`config.mk`:
```
export PLATFORM = sky130hd
export DESIGN_NAME = timer
export DESIGN_NICKNAME = d
export VERILOG_FILES = /design/src/rtl/timer_pkg.sv /design/src/rtl/timer.sv
export SDC_FILE = /design/constraint.sdc
export NUM_CORES = 1
export LEC_CHECK = 0
export CAP_MARGIN = 15
export CORE_ASPECT_RATIO = 2
export CORE_MARGIN = 5
export CORE_UTILIZATION = 55
export CTS_CLUSTER_DIAMETER = 80
export CTS_CLUSTER_SIZE = 25
export DETAILED_ROUTE_END_ITERATION = 6
export GPL_TIMING_DRIVEN = 0
export PLACE_DENSITY = 0.82
export REMOVE_ABC_BUFFERS = 1
export SYNTH_ARGS = -nofsm -noshare
export SYNTH_HDL_FRONTEND = slang
export SYNTH_SLANG_ARGS = --single-unit
```
`constraint.sdc`:
```
create_clock -name clk -period 5.65 [get_ports clk]
set_clock_uncertainty 0.1 [all_clocks]
set_input_delay 0.8475 -clock clk [delete_from_list [all_inputs] [get_ports clk]]
set_output_delay 0.8475 -clock clk [all_outputs]
set_load 0.02 [all_outputs]
```
`src/rtl/timer_pkg.sv`:
```
// timer_pkg: shared state encoding, register offsets, modes and CTRL bit positions for the timer.
package timer_pkg;

    typedef enum logic [1:0] {IDLE, LOAD, CNT, INT} state_t;

    localparam logic [1:0] REG_CTRL   = 2'd0;
    localparam logic [1:0] REG_PRESET = 2'd1;
    localparam logic [1:0] REG_COUNT  = 2'd2;

    localparam logic [1:0] MODE_ONESHOT = 2'b00;
    localparam logic [1:0] MODE_RELOAD  = 2'b01;

    localparam int EN      = 0;
    localparam int MODE_LO = 1;
    localparam int MODE_HI = 2;
    localparam int IM      = 3;

endpackage

```
`src/rtl/timer.sv`:
```
// timer: memory-mapped countdown timer with one-shot (level irq) and auto-reload (pulse irq) modes.
module timer
    import timer_pkg::*;
#(
    parameter int CNT_W = 32
) (
    input  logic        clk,
    input  logic        reset,
    input  logic [1:0]  addr,
    input  logic        we,
    input  logic [31:0] wd,
    output logic [31:0] rd,
    output logic        irq
);

    state_t             state, state_n;
    logic [3:0]         ctrl;
    logic [CNT_W-1:0]   preset, count, count_n;
    logic               flag, flag_n, set_flag, en_clr;
    logic               wr_ctrl, wr_preset;

    assign wr_ctrl   = we && addr == REG_CTRL;
    assign wr_preset = we && addr == REG_PRESET;

    always_comb begin
        state_n  = state;
        count_n  = count;
        set_flag = 1'b0;
        en_clr   = 1'b0;
        flag_n   = flag;
        case (state)
            IDLE: state_n = ctrl[EN] ? LOAD : IDLE;
            LOAD: begin
                count_n = preset;
                state_n = CNT;
            end
            CNT: begin
                if (!ctrl[EN])
                    state_n = IDLE;
                else if (count > CNT_W'(1))
                    count_n = count - CNT_W'(1);
                else begin
                    count_n  = '0;
                    set_flag = 1'b1;
                    state_n  = INT;
                end
            end
            INT: begin
                state_n = IDLE;
                if (ctrl[MODE_HI:MODE_LO] == MODE_RELOAD)
                    flag_n = 1'b0;
                else
                    en_clr = 1'b1;
            end
            default: state_n = IDLE;
        endcase
        // a flag set in this cycle outranks the clear caused by a config write
        flag_n = set_flag ? 1'b1 : (wr_ctrl || wr_preset) ? 1'b0 : flag_n;
    end

    always_ff @(posedge clk) begin
        if (reset) begin
            state  <= IDLE;
            ctrl   <= '0;
            preset <= '0;
            count  <= '0;
            flag   <= 1'b0;
        end else begin
            state <= state_n;
            count <= count_n;
            flag  <= flag_n;
            if (wr_ctrl)
                ctrl <= wd[3:0];
            else if (en_clr)
                ctrl[EN] <= 1'b0;
            if (wr_preset)
                preset <= wd[CNT_W-1:0];
        end
    end

    assign rd  = addr == REG_CTRL   ? {28'd0, ctrl} :
                 addr == REG_PRESET ? 32'(preset)   :
                 addr == REG_COUNT  ? 32'(count)    : 32'd0;
    assign irq = flag & ctrl[IM];

endmodule

```
---- Yosys cells after proc, flatten, opt, wreduce, memory -nomap -nowiden ----
Index checks and enable logic that the tools add are counted.
cells by class
  add/subtract/negate cells ............... 1
  $lt $le $gt $ge ......................... 1
  equal/unequal tests ..................... 8
  mux-type cells .......................... 21
  bitwise operators ....................... 1
  reduce and logical (&&, ||, !) cells .... 11
operators with widths
  kind                                                  number
  2-to-1 mux 32 bit                                     5
  one-hot mux 32 bit (2 select lines)                   1
  > comparator 32 x 1 -> 1 bit (second input constant)  1
  subtractor 32 x 1 -> 32 bit (second input constant)   1
  2-to-1 mux 1 bit                                      12
  one-hot mux 2 bit (4 select lines)                    1
  == test 2 x 1 -> 1 bit (second input constant)        3
  == test 2 bit (second input constant)                 3
  nonzero test 3 bit                                    2
  logical NOT 2 bit                                     2
  2-to-1 mux 2 bit                                      2
  AND reduction 2 bit                                   2
  nonzero test 2 bit                                    2
  != test 3 bit (second input constant)                 1
  logical AND 1 bit                                     2
  != test 2 bit (second input constant)                 1
  bitwise AND 1 bit                                     1
  logical OR 1 bit                                      1
word-level totals
  flip-flop bits (word level) ............. 71
  bits of input ports ..................... 37
  output and inout bits ................... 33
  logic and storage cells ................. 49

---- Depth between registers and ports, before layout ----
Gate-level depths: netlist of the first run.
  depth after elaboration ................. 6
  depth in mapped cells ................... 9
  mapped depth without buffers ............ 7

---- Least setup slack after synthesis of the first run ----
No wires, ideal clock.
  path type ............................... input-to-output
  start point ............................. input addr[1]
  end point ............................... output rd[11]
  arrival ................................. 2.124 ns
  path slack .............................. 2.579 ns
  stages .................................. 5
  cell sequence ........................... clkbuf_1 nor2b_1 clkbuf_1 clkbuf_1 a22o_1
between the ends
  longest elaborated chain between the ends .. 4
RTL lines
  item                   line         text
  from (decl)            timer.sv:9   input logic [1:0] addr,
  == test 2 bit          timer.sv:83  addr == REG_COUNT ? 32'(count) : 32'd0;
  2-to-1 mux 32 bit      timer.sv:83
  2-to-1 mux 32 bit      timer.sv:82  addr == REG_PRESET ? 32'(preset) :
  2-to-1 mux 32 bit (*)  timer.sv:81  assign rd = addr == REG_CTRL ? {28'd0, ctrl} :
  to (decl)              timer.sv:12  output logic [31:0] rd,
Every way passes the cells marked *; elsewhere a longest branch is shown, timed or not.

---- Worst setup path in the final report of the first run ----
  start point ............................. input addr[0]
  end point ............................... output rd[0]
The elaborated chain is that of the path after synthesis.

==> metrics.cfg, run 1 <==
[clock_network]
post_cts_buffers = 0
cts_tree = yes
htree_num_levels = 3
clock_path_buffers = 2
clock-root-buffer = clkbuf_16
cts_made_buffers = 9
clk_pin_slew_ns = 0.05
cts_num_sinks = 71
cts_resized = 0
clk-insertion-delay-late_ns = 0.34
cts_hold_buf = 0

[worst_setup_path]
crit_chain = clkdlybuf4s50_1 -> nor2b_2 -> buf_8 -> nand2_1 -> o21ai_0 -> clkdlybuf4s50_1
startpoint_type = input pin
crit_buf_inv = 3
slowest_stage = nor2b_2
timing.critical_path.mode_cell = clkdlybuf4s50_1
cp_max_fo = 18
cpPeakStageDelay_ns = 0.78
worstPathArrival_ns = 3.29
cp-end-kind = primary output
path_delay_family = buffers and inverters
required_ns = 4.70
crit_type = in -> out

[floorplan]
core_sq_mm = 0.007267
io_pins = 70
die_x_um = 70.98
rows = 44
dieArea_sq_mm = 0.009366
start_util_pct = 56.28
fp.dieH_um = 132.0

[route]
post_drt_via_cell_ratio = 6.588
drt_wl_total_mm = 12.33
ant_nets = 0
vias = 4401
avgRoutedWirePerCell_um = 18.46
drtIter0Drc = 482
drc = 0
drt-pass1-iter-count = 5

[final_layout]
syn_to_final_growth_pct = 24.59
layout_common_cells = nand2_1 (97), dfxtp_1 (71), clkdlybuf4s50_1 (68), a21oi_1 (51), nor2_1 (36)
antenna_cells = 0
final_util_pct = 70.13
final_common_cell = nand2_1
layout-drive-gt1-share_pct = 7.118
finalNetCount = 613
fillers = 622

[grt]
grt_pass1_vias = 4266
grt_antenna_before_repair = 0
grt_pass1_wl_mm = 19.93
overflow = 0
grt_max_degree = 41
track_usage_pct = 26.25

[timing]
worstMarginPinSlew_ns = 1.095
rsz0062_at_grt = false
period_needed_ns = 4.238
hold_viol = 0
layout_setup_ws_ns = 1.412
relSlewSlack_pct = 26.85
drv_slew = 0
setup_viol_count_final = 0
fin_crit_sh_pct = 75.01
max_freq_ghz = 0.2360
fin_tns_setup_ns = 0

[job]
cap_violations = 0

[placed_design]
dp_slack_ns = 1.454
place_hpwl_mm = 8.263
port_buffers = 69
gp_congestion = 0.8785

[synthesis]
ys_seq_area_share_pct = 34.75
synthArstFlopShare_pct = 0
ys.flop_type = dfxtp_1
ys_ff_latch = 71
syn_area_sq_mm = 0.004090
synth_cells = 540
yosysTopAreaCellShare_pct = 34.75
synthDistinctLibCells = 58
synth_edf_count = 0
yosys-top-cells-area = dfxtp_1 (35%), nand2_1 (8.9%), a21oi_1 (6.2%), a22o_1 (6.0%), clkbuf_1 (4.0%)
avgSynthCellArea_sq_um = 7.574
synth_warnings = 0
yosysTopAreaCell = dfxtp_1

[power_and_ir_drop]
powerDensity_mw_per_mm2 = 244.3
leakage_nw = 1.794
ir_worst_vdd_mv = 0.1942
power_w = 0.001245

[worst_hold_path]
hold_path.class = reg -> reg

[status]
status = completed

synthesized netlist by cell type (7+ instances only):
cell type and instances:
a211oi_1 8, a21oi_1 51, a22o_1 28, a22oi_1 7, a31oi_1 19, clkbuf_1 44
dfxtp_1 71, mux2i_1 9, nand2_1 97, nand3_1 21, nand4_1 12, nor2_1 37
nor3_1 13, nor4_1 11, o21ai_0 19
power breakdown:
part | total (W) | switching [W] | internal (W)
Sequential | 0.000526 | 0.0000134 | 0.000513
Clock | 0.000527 | 0.000202 | 0.000324
Combinational | 0.000192 | 0.000112 | 0.0000801
area by class of cell:
class	count	area, sq um	area share, %
inverter	5	18.77	0.3683
tap	92	115.1	2.259
sequential	71	1421	27.89
timing repair buffer	79	858.3	16.84
clock inverter	1	5.005	0.09821
multi-input combinational	408	2411	47.31
clock buffer	12	266.5	5.230
per-stage QoR:
| step | std cells | cell area [sq um] | hold WS (ns) |
|---|---|---|---|
| floorplan | 484 | 3844 | 0.3398 |
| global placement | 645 | 4649 | 0.3570 |
| detailed placement | 653 | 4782 | 0.3639 |
| CTS | 666 | 5054 | 0.3707 |
| global route | 668 | 5096 | 0.3871 |
| finish | 668 | 5096 | 0.3707 |
flip-flops by register name, indices dropped and copies added (netlist names):
name	cells
count	32
state	2
flag	1
preset	32
ctrl	4
tightest hold or removal path: cells and delay by family, from the launching register on:
family / cells / cell delay (ns)
DFF: 1 / 0.31
and+or+nand+nor: 1 / 0.06
AOI/OAI and AO/OA: 1 / 0.05
layer usage:
layer  track usage, %  routed length (um)
met3            5.954                 809
met2            46.85                6572
met4            17.05                 616
met1            26.37                4329
met5                0                   0
final timing paths:
path	startpoint	end	slack, ns	cells past startpoint
setup / recovery	addr[0]	rd[0]	1.41	6
hold / removal	preset[5]	preset[5]	0.37	2
setup reg to reg	count[12]	count[16]	2.84	7
hold reg to reg	preset[5]	preset[5]	0.37	2
cell families after synthesis:
kind of cell / count (synthesis) / share of synthesized area, %
compound gates: 163 / 26.58
xor+xnor: 1 / 0.2142
fa+ha+maj: 2 / 0.6117
buf+inv: 61 / 6.485
flops: 71 / 34.75
mux: 11 / 2.753
simple gates: 231 / 28.60
Note: power is estimated with default switching activity, not from simulation.
==> inputs of run 2 (changes only) <==
- CORE_UTILIZATION: 55 -> 48
- PLACE_DENSITY: 0.82 -> 0.76
- clock period: 5.65 -> 3.4 ns (I/O delays scaled with it)
==> run 2 against run 1 <==
  * Clock power rose by 85%
  * Utilization decreased by 7.7 points
  * Cell count up 1.8%
  * Flip-flop and latch count unchanged
  * Highest routed layer unchanged
==> metrics.cfg, run 2 (synthesis gave the netlist of run 1 again) <==
[status]
status = completed

[floorplan]
start_util_pct = 49.33  ; -7.0 points
rows = 47  ; +6.8%
fp.dieH_um = 140.5  ; +6.5%
core_sq_mm = 0.008292  ; +14%
die_x_um = 75.28  ; +6.1%
dieArea_sq_mm = 0.01058  ; +13%
io_pins = 70  ; unchanged

[timing]
hold_viol = 0  ; unchanged
max_freq_ghz = 0.3174
worstMarginPinSlew_ns = 1.160  ; +0.06531 ns
drv_slew = 0  ; unchanged
relSlewSlack_pct = 22.67  ; -4.2 points
rsz0062_at_grt = false
period_needed_ns = 3.150
layout_setup_ws_ns = 0.2499  ; -1.162 ns
setup_viol_count_final = 0  ; unchanged
worst_hold_slack_ns = 0.3698  ; -0.0009050 ns
fin_crit_sh_pct = 92.65

[clock_network]
clk-insertion-delay-late_ns = 0.34  ; about the same
cts_made_buffers = 9  ; unchanged
clk_pin_slew_ns = 0.05  ; about the same
cts_num_sinks = 71  ; unchanged
cts_tree = yes
htree_num_levels = 3  ; unchanged
clock_path_buffers = 2  ; unchanged
clock-root-buffer = clkbuf_16

[worst_setup_path]
slowest_stage = clkdlybuf4s50_1
timing.critical_path.mode_cell = clkdlybuf4s50_1
crit_type = in -> out
required_ns = 2.79  ; -1.91 ns
cpPeakStageDelay_ns = 0.74  ; -0.04 ns
startpoint_type = input pin
crit_chain = clkdlybuf4s50_1 -> nor2b_4 -> buf_8 -> a22o_1 -> clkdlybuf4s50_1
worstPathArrival_ns = 2.54  ; -0.75 ns
cp-end-kind = primary output
cp_max_fo = 17  ; -1

[power_and_ir_drop]
powerDensity_mw_per_mm2 = 420.2  ; +72%
ir_worst_vdd_mv = 0.4719  ; +140%
leakage_nw = 1.837  ; +2.4%

[route]
top_layer = met4
vias = 4326  ; -1.7%
drt_wl_total_mm = 12.41  ; +0.66%
met1Wirelength_mm = 4.679  ; +8.1%
avgRoutedWirePerCell_um = 18.25  ; -1.1%
post_drt_via_cell_ratio = 6.362  ; -3.4%
drtIter0Drc = 436  ; -9.5%
drc = 0  ; unchanged
route.met3.wl_um = 745  ; -7.9%
ant_nets = 0  ; unchanged
drt-pass1-iter-count = 5  ; unchanged
wl_met2_mm = 6.603  ; +0.47%

[grt]
track_usage_pct = 24.02  ; -2.2 points
grt_max_degree = 39  ; -4.9%
overflow = 0  ; unchanged
grt_pass1_vias = 4079  ; -4.4%
grt_pass1_wl_mm = 19.91  ; about the same
grt_antenna_before_repair = 0  ; unchanged

[final_layout]
final_area_sq_mm = 0.005174  ; +1.5%
regArea_sq_mm = 0.001421  ; unchanged
layout_common_cells = nand2_1 (97), dfxtp_1 (71), clkdlybuf4s50_1 (68), a21oi_1 (51), nor2_1 (36)
antenna_cells = 0  ; unchanged
multi_input_area_sq_mm = 0.002424  ; +0.52%
reg.largest.list = count x32, preset x32, ctrl x4
finalNetCount = 616  ; +0.49%
syn_to_final_growth_pct = 26.49
layout-drive-gt1-share_pct = 8.076  ; +0.96 points
final_util_pct = 62.40  ; -7.7 points
final_common_cell = nand2_1
fillers = 741  ; +19%

[worst_hold_path]
hold_path.class = reg -> reg

[placed_design]
place_hpwl_mm = 8.248  ; -0.19%
gp_congestion = 0.8130  ; -7.5%
dp_slack_ns = -0.1043  ; -1.559 ns
port_buffers = 69  ; unchanged
placed_area_sq_mm = 0.004781  ; about the same

[job]
cap_violations = 0  ; unchanged

==> run 2: stage by stage <==
stage                     setup TNS (ns)  cells  power, W
after floorplan                        0    484  0.001044
after global placement           -103.08    651  0.001165
after detailed placement          -2.063    658  0.001199
after CTS                              0    674  0.002170
after global routing                   0    680  0.002253
final                                  0    680  0.002174
==> run 2: layout make-up <==
| class | instances | area share (%) |
|---|---|---|
| flip-flops and latches | 71 | 27.47 |
| inverters | 5 | 0.3628 |
| clock buffers | 13 | 5.224 |
| well taps | 98 | 2.370 |
| repair buffers | 82 | 16.95 |
| clock inverters | 3 | 0.7739 |
| multi-input cells | 408 | 46.84 |
==> run 2: power by group <==
group	total [W]	switching, W	internal, W
Clock	0.000975	0.000349	0.000625
Sequential	0.000874	0.0000220	0.000852
Combinational	0.000325	0.000188	0.000137
==> run 2: critical path: cells and delay by family <==
| family | cells | cell delay (ns) |
|---|---|---|
| AO/OA/AOI/OAI | 1 | 0.17 |
| AND/OR/NAND/NOR | 1 | 0.31 |
| buffers and inverters | 3 | 1.54 |
==> run 2: final timing paths <==
path	start	to	slack (ns)	depth (start not counted)
worst max register to register	count[12]	count[16]	0.53	7
worst min-delay path	preset[5]	preset[5]	0.37	2
worst min register to register	preset[5]	preset[5]	0.37	2
worst max-delay path	addr[1]	rd[18]	0.25	5
==> run 2: what timing repair did <==
action	in CTS	in global routing
pin swaps	0	0
resized for setup	2	0
gates cloned	0	0
endpoints found under the hold margin	0	0
setup buffers	0	4
hold buffers	0	0
setup endpoints to repair	27	16
==> run 2: routing by layer <==
metal	vias up	global-route usage [%]
li1	2070	-
met1	2047	27.03
met2	179	41.54
met3	30	5.022
met4	0	11.24
met5	-	0
==> inputs of run 3 (changes only) <==
- CTS_CLUSTER_DIAMETER: 80 -> 100
==> results of run 3 <==
Final layout, timing and power as in run 2 (identical DEF).
